`src/rtl/register_file.sv`:
```
// register_file: 32 x 32-bit general-purpose register file for the RISCVPy
// writeback stage. Two combinational read ports, one synchronous write port.
// Entry 0 is an ordinary register. Asynchronous active-low reset clears all.
module register_file #(
    parameter int DATA_W = 32,
    parameter int ADDR_W = 5
) (
    input  logic              CLK,
    input  logic              RST_N,
    input  logic              LD,
    input  logic [ADDR_W-1:0] SA,
    input  logic [ADDR_W-1:0] SB,
    input  logic [ADDR_W-1:0] DR,
    input  logic [DATA_W-1:0] D_IN,
    output logic [DATA_W-1:0] DATA_A,
    output logic [DATA_W-1:0] DATA_B
);

    localparam int DEPTH = 2 ** ADDR_W;

    logic [DATA_W-1:0] regs_q [DEPTH];
    logic [DATA_W-1:0] regs_d [DEPTH];

    // Next-state: hold every entry; only when LD is high is entry DR replaced.
    // DR and D_IN are never looked at while LD is low, so X there is harmless.
    always_comb begin
        for (int i = 0; i < DEPTH; i++) begin
            regs_d[i] = regs_q[i];
        end
        if (LD == 1'b1) begin
            regs_d[DR] = D_IN;
        end
    end

    // Storage: reset clears every entry immediately and overrides any write.
    always_ff @(posedge CLK or negedge RST_N) begin
        if (!RST_N) begin
            for (int i = 0; i < DEPTH; i++) begin
                regs_q[i] <= '0;
            end
        end else begin
            for (int i = 0; i < DEPTH; i++) begin
                regs_q[i] <= regs_d[i];
            end
        end
    end

    // Read ports: zero-latency, no write bypass; new data shows after the edge.
    always_comb begin
        DATA_A = regs_q[SA];
        DATA_B = regs_q[SB];
    end

endmodule

```
`config.mk`:
```
export PLATFORM = sky130hd
export DESIGN_NAME = register_file
export DESIGN_NICKNAME = d
export VERILOG_FILES = /design/src/rtl/register_file.sv
export SDC_FILE = /design/constraint.sdc
export NUM_CORES = 2
export LEC_CHECK = 0
export BUFFER_PORTS_ARGS = -buffer_cell sky130_fd_sc_hd__buf_2
export CAP_MARGIN = 30
export CORE_AREA = 10 10 238 466
export CTS_BUF_LIST = sky130_fd_sc_hd__clkbuf_16
export CTS_CLUSTER_DIAMETER = 60
export DETAILED_ROUTE_END_ITERATION = 12
export DIE_AREA = 0 0 248 476
export PLACE_DENSITY = 0.76
export SYNTH_ARGS = -nofsm -noshare
export SYNTH_HDL_FRONTEND = slang
export SYNTH_SLANG_ARGS = --single-unit
```
`constraint.sdc`:
```
create_clock -name CLK -period 1.6 [get_ports CLK]
set_input_delay 0.16 -clock CLK [delete_from_list [all_inputs] [get_ports CLK]]
set_output_delay 0.16 -clock CLK [all_outputs]
set_load 0.01 [all_outputs]
```
# Yosys cells after proc, flatten, opt, wreduce, memory -nomap -nowiden
# Cells that the tools add are included.
# W data, S select, Z words.
# word_totals
elab_cells,49
in_bits,50
n_memories,0
ram_bits,0
reg_bits,1024
latchBits,0
romBits,0
# op_classes
n_shift,0
reduce_logical,1
add_sub_neg,0
mux,9
n_bitwise,3
order_cmp,4
n_div,0
eq_ne,0
n_mul,0
# op_table
operator,n
$bwmux W1024,1
$bmux W32 S5,2
$demux W32 S5,1
$mux W32,5
$ge A6 B6 Y1 const B,3
$not A5 Y6,3
$lt A6 B1 Y1 const B,1
$logic_and A1 B1 Y1,1

# Depth between registers and ports, before layout
# logic_depth
depth_word,6
depth_mapped,8
depth_no_buf,5

# Worst setup path after synthesis
# OpenSTA, ideal clock, no wires.
# synth_timing
path_type,input -> output
start,in SB[1]
end,out DATA_B[16]
stages,8
n_path_buf,4
required_time_ps,1440
arrival_time_ps,1406
setup_slack_ps,34
cell_sequence,buf_2 -> buf_4 -> buf_2 -> buf_2 -> mux2i_1 -> nand2_1 -> a31oi_1 -> nand3_1
# synth_via
elab_chain_len,4
# synth_lines
item,line,text
from (decl),12,"input logic [ADDR_W-1:0] SB,"
$not A5 Y6 (not written as such),51,DATA_B = regs_q[SB];
$bmux W32 S5,51,
$mux W32 (not written as such) (2 in series),51,
to (decl),16,output logic [DATA_W-1:0] DATA_B
# No other way between the ends. The select of a mux whose other input is x is not followed.

# Final worst setup path
# layout_timing
start,reg regs_q[853] (netlist bit)
end,out DATA_A[21]
# layout_via
elab_chain_len,3
# layout_lines
item,line,text
from (decl),21,logic [DATA_W-1:0] regs_q [DEPTH];
"from (signal, indexed assignment)",43,regs_q[i] <= regs_d[i];
$bmux W32 S5,50,DATA_A = regs_q[SA];
$mux W32 (not written as such) (2 in series),50,
to (decl),15,"output logic [DATA_W-1:0] DATA_A,"
# No other way between the ends. The select of a mux whose other input is x is not followed.

==> results.txt <==
The flow ran to the end, but the final reports show violations. The checks that failed: setup timing. STA puts the critical path data required time at 1.44 ns. In the synthesized netlist the dominant register cell turns out to be sky130_fd_sc_hd__dfrtp_1.

The data arrival time of the critical path came out at 2.21 ns. The maximum level of the CTS H-tree came out at 3. The routed wirelength normalized by instance count is 28.9 um.

The library cells used most frequently in the layout, excluding fill and tap cells, are 1024 x sky130_fd_sc_hd__dfrtp_1, 1017 x sky130_fd_sc_hd__mux2i_1, 987 x sky130_fd_sc_hd__mux2_2. The proportion of power drawn by combinational gates is 23.0%. The all-layer global routing usage came out at 30.2%. The clock insertion delay at the later pin of the skew report is 0.70 ns. In the final layout, flip-flops and latches occupy 25600 um2. The normalized max-slew margin came out at 37.0%. The least setup slack across all paths after layout came out at -0.773 ns. The detailed placer's ending HPWL is 120000 um. The final number of setup-violating endpoints came out at 64. The number of maximum-capacitance constraint violations came out at 0. For this design the static power due to leakage is 31.4 nW. The first TritonRoute pass finished after 6 iterations. The post-synthesis instance area is 56200 um2. STA classifies the critical path endpoint as an output pin. The total power is 0.0736 W.

When the netlist entered floorplanning its net count stood at 4655. The reported net switching power came out at 0.0224 W. Entering global routing, the biggest net connects 91 pins.

The largest registers in the layout are regs_q: 1024 flops. Row generation in the floorplan step produced 167 rows. For this run the aggregate overflow at the end of global routing stands at 0. The distinct cell type count after synthesis came out at 28. Of the total power, the share spent switching nets is 30.4%. Detailed routing inserted a total of 41700 vias. The minimum setup slack among reg-to-reg paths came out at 0.57 ns. The worst min-delay path startpoint is D_IN[22]. The region available for standard cell placement spans 103000 um2.

Timing would allow up to 0.421 GHz. The worst clock skew on the final layout came out at 0 ns. The final-report max-slew violation count is 0. The final critical delay including setup and external delays came out at 2.37 ns. The final core utilization is 63.8%. The register with the highest flop count is regs_q. The number of failing hold endpoints at the final stage is 0.

Dividing total power by cell area gives a power density of 1110 nW/um2. The die height is 476 um. The number of synthesized register bits is 1024. The power share of the sequential group is 47.7%. The die outline area came out at 118000 um2. Using the TritonRoute via totals, the vias-per-cell ratio works out to 6.64.

The largest voltage drop on the vdd net is 812 uV. The detail route stage leaves a number of antenna-violating nets equal to 0. The type of the worst min-delay path is in -> reg. Of all nets on the critical path, the largest fanout is 3. The first global-routing pass estimated 270000 um of wire.

The startpoint class of the critical path is a flip-flop. In the final layout, the multi-input gates occupy 29200 um2. From synthesis to final layout, the design area changed by 17.4%. The cell at the root of the clock tree is sky130_fd_sc_hd__clkbuf_16.

Synthesis produced a netlist whose cell count is 4605. The number of flops mapped to enable cells by yosys is 0. The count of routing violations after the opening detailed-route iteration is 3783. TritonCTS built the clock tree.

The async set-or-reset flop fraction in the synthesized netlist came out at 100%. Final hold analysis gives a worst-case slack of 0.0624 ns. The clock net in this run drives a total of 1024 sinks.

At the end of the flow, the number of nets in the layout was 4901. The final instance count without filler cells is 6279. The number of placed instances, taps included, is 6100.

The critical path starts at regs_q[853]$_DFFE_PN0P_. The starting density of the core came out at 54.4%. The via count of the first global-routing pass came out at 43800. The accumulated negative setup slack is -39.91 ns. Clock tree synthesis inserted a total of 89 buffers. The number of antenna violations at the first check in global routing is 9. The number of port buffers is 113. Internal power comes to 0.0512 W. The flip-flop count of the largest register after layout is 1024. The post-detailed-routing wire length came out at 182000 um. Setup repair after global routing could not meet its margin everywhere. The die is 248 um wide.

The final RePlAce weighted congestion is 0.904. The final worst-path cycle share is 148%. The worst setup path is of the reg -> out kind. The fraction of layout cells with a size suffix above 1 is 38.5%. The number of remaining DRC errors is 0. The top-level port count came out at 114. The sequential fraction of the synthesis area came out at 45.6%. The maximum buffer depth of the clock tree is 3. The average footprint of a synthesized cell is 12.2 um2. The startpoint identified for the worst register-to-register timing path is regs_q[934]$_DFFE_PN0P_.

The Yosys warning count came out at 0. The layout has 7736 filler cells. The clock-pin transition on the worst setup and hold timing paths is 0.07 ns. For the pin with the worst max-slew slack, the measured transition is 0.942 ns. The clock network accounts for 29.2% of the total power.

The library cell used most frequently in the layout, excluding fill and tap cells, is sky130_fd_sc_hd__dfrtp_1.
[layout make-up]
| class | instances | share of cell area, % |
|---|---|---|
| antenna | 5 | 0.0189 |
| sequential | 1024 | 38.8 |
| multi-input combinational | 3137 | 44.2 |
| clock buffer | 89 | 3.37 |
| clock inverter | 73 | 0.855 |
| timing repair buffer | 599 | 10.2 |
| tap | 1352 | 2.56 |
[power by group through the flow]
stage	combinational, W	sequential [W]	clock [W]
6_report	0.0169	0.0351	0.0215
3_3_place_gp	0.0154	0.0349	0
3_5_place_dp	0.0159	0.0353	0
4_1_cts	0.0167	0.0349	0.0217
5_1_grt	0.0182	0.0357	0.0226
2_1_floorplan	0.0112	0.0340	0
[synthesized netlist by cell type, types with 16 or more instances]
cell type | n | share of area, %
sky130_fd_sc_hd__dfrtp_1 | 1024 | 46
sky130_fd_sc_hd__mux2i_1 | 1024 | 18
sky130_fd_sc_hd__mux2_2 | 987 | 20
sky130_fd_sc_hd__nand2_1 | 211 | 1.4
sky130_fd_sc_hd__nand3_1 | 194 | 1.7
sky130_fd_sc_hd__a21oi_1 | 192 | 1.7
sky130_fd_sc_hd__a22oi_1 | 192 | 2.6
sky130_fd_sc_hd__clkbuf_1 | 190 | 1.3
sky130_fd_sc_hd__a22o_1 | 128 | 2.0
sky130_fd_sc_hd__buf_2 | 110 | 0.98
sky130_fd_sc_hd__nor3_1 | 65 | 0.58
sky130_fd_sc_hd__a31oi_1 | 64 | 0.71
sky130_fd_sc_hd__buf_4 | 59 | 0.79
sky130_fd_sc_hd__buf_6 | 57 | 1.1
sky130_fd_sc_hd__mux2_1 | 37 | 0.74
sky130_fd_sc_hd__buf_1 | 28 | 0.19
sky130_fd_sc_hd__nor2_4 | 16 | 0.32
[repair_timing]
action	in CTS	in global routing
hold buffers	2	0
setup endpoints to repair	64	64
pin swaps	113	104
hold endpoints to repair	1004	0
setup buffers	16	6
gates resized for setup	187	42
[metrics by stage]
stage          instance area, um2  worst slack (ns)
2_1_floorplan               56200            0.0343
3_3_place_gp                61900            -0.578
3_5_place_dp                61900            -0.575
4_1_cts                     65800            -0.766
5_1_grt                     66000            -0.840
6_report                    66000            -0.773
[path summary, 6_finish.rpt]
| path | endpoint | cells past startpoint |
|---|---|---|
| max reg2reg | regs_q[934]$_DFFE_PN0P_ | 3 |
| max | DATA_A[21] | 7 |
| min in group asynchronous | regs_q[606]$_DFFE_PN0P_ | 3 |
| min | regs_q[22]$_DFFE_PN0P_ | 2 |
| max in group asynchronous | regs_q[164]$_DFFE_PN0P_ | 4 |
| min reg2reg | regs_q[578]$_DFFE_PN0P_ | 1 |
[cell families (layout without fill, tap and decap cells)]
kind of cell	Yosys count	in the layout	share of synthesized area, %
simple gates	513	513	4.38
compound gates	576	576	6.98
flops	1024	1024	45.6
other cells	0	5	0
buf+inv	444	761	4.36
mux	2048	2048	38.7
[critical path: stages (launching register included)]
cell and delay [ns]:
sky130_fd_sc_hd__dfrtp_1 0.41, sky130_fd_sc_hd__mux2i_1 0.22, sky130_fd_sc_hd__a22o_1 0.21, sky130_fd_sc_hd__nor3_1 0.05
sky130_fd_sc_hd__buf_4 0.15, sky130_fd_sc_hd__a31oi_4 0.20, sky130_fd_sc_hd__nand3_2 0.12, sky130_fd_sc_hd__buf_6 0.14
[per-layer routing]
| metal | GRT usage, % | part of all wire [%] |
|---|---|---|
| met1 | 34.6 | 36 |
| met2 | 50.4 | 49 |
| met3 | 5.20 | 6.7 |
| met4 | 21.7 | 7.9 |
| met5 | 0 | 0.039 |
Note: power is estimated with default switching activity, not from simulation.
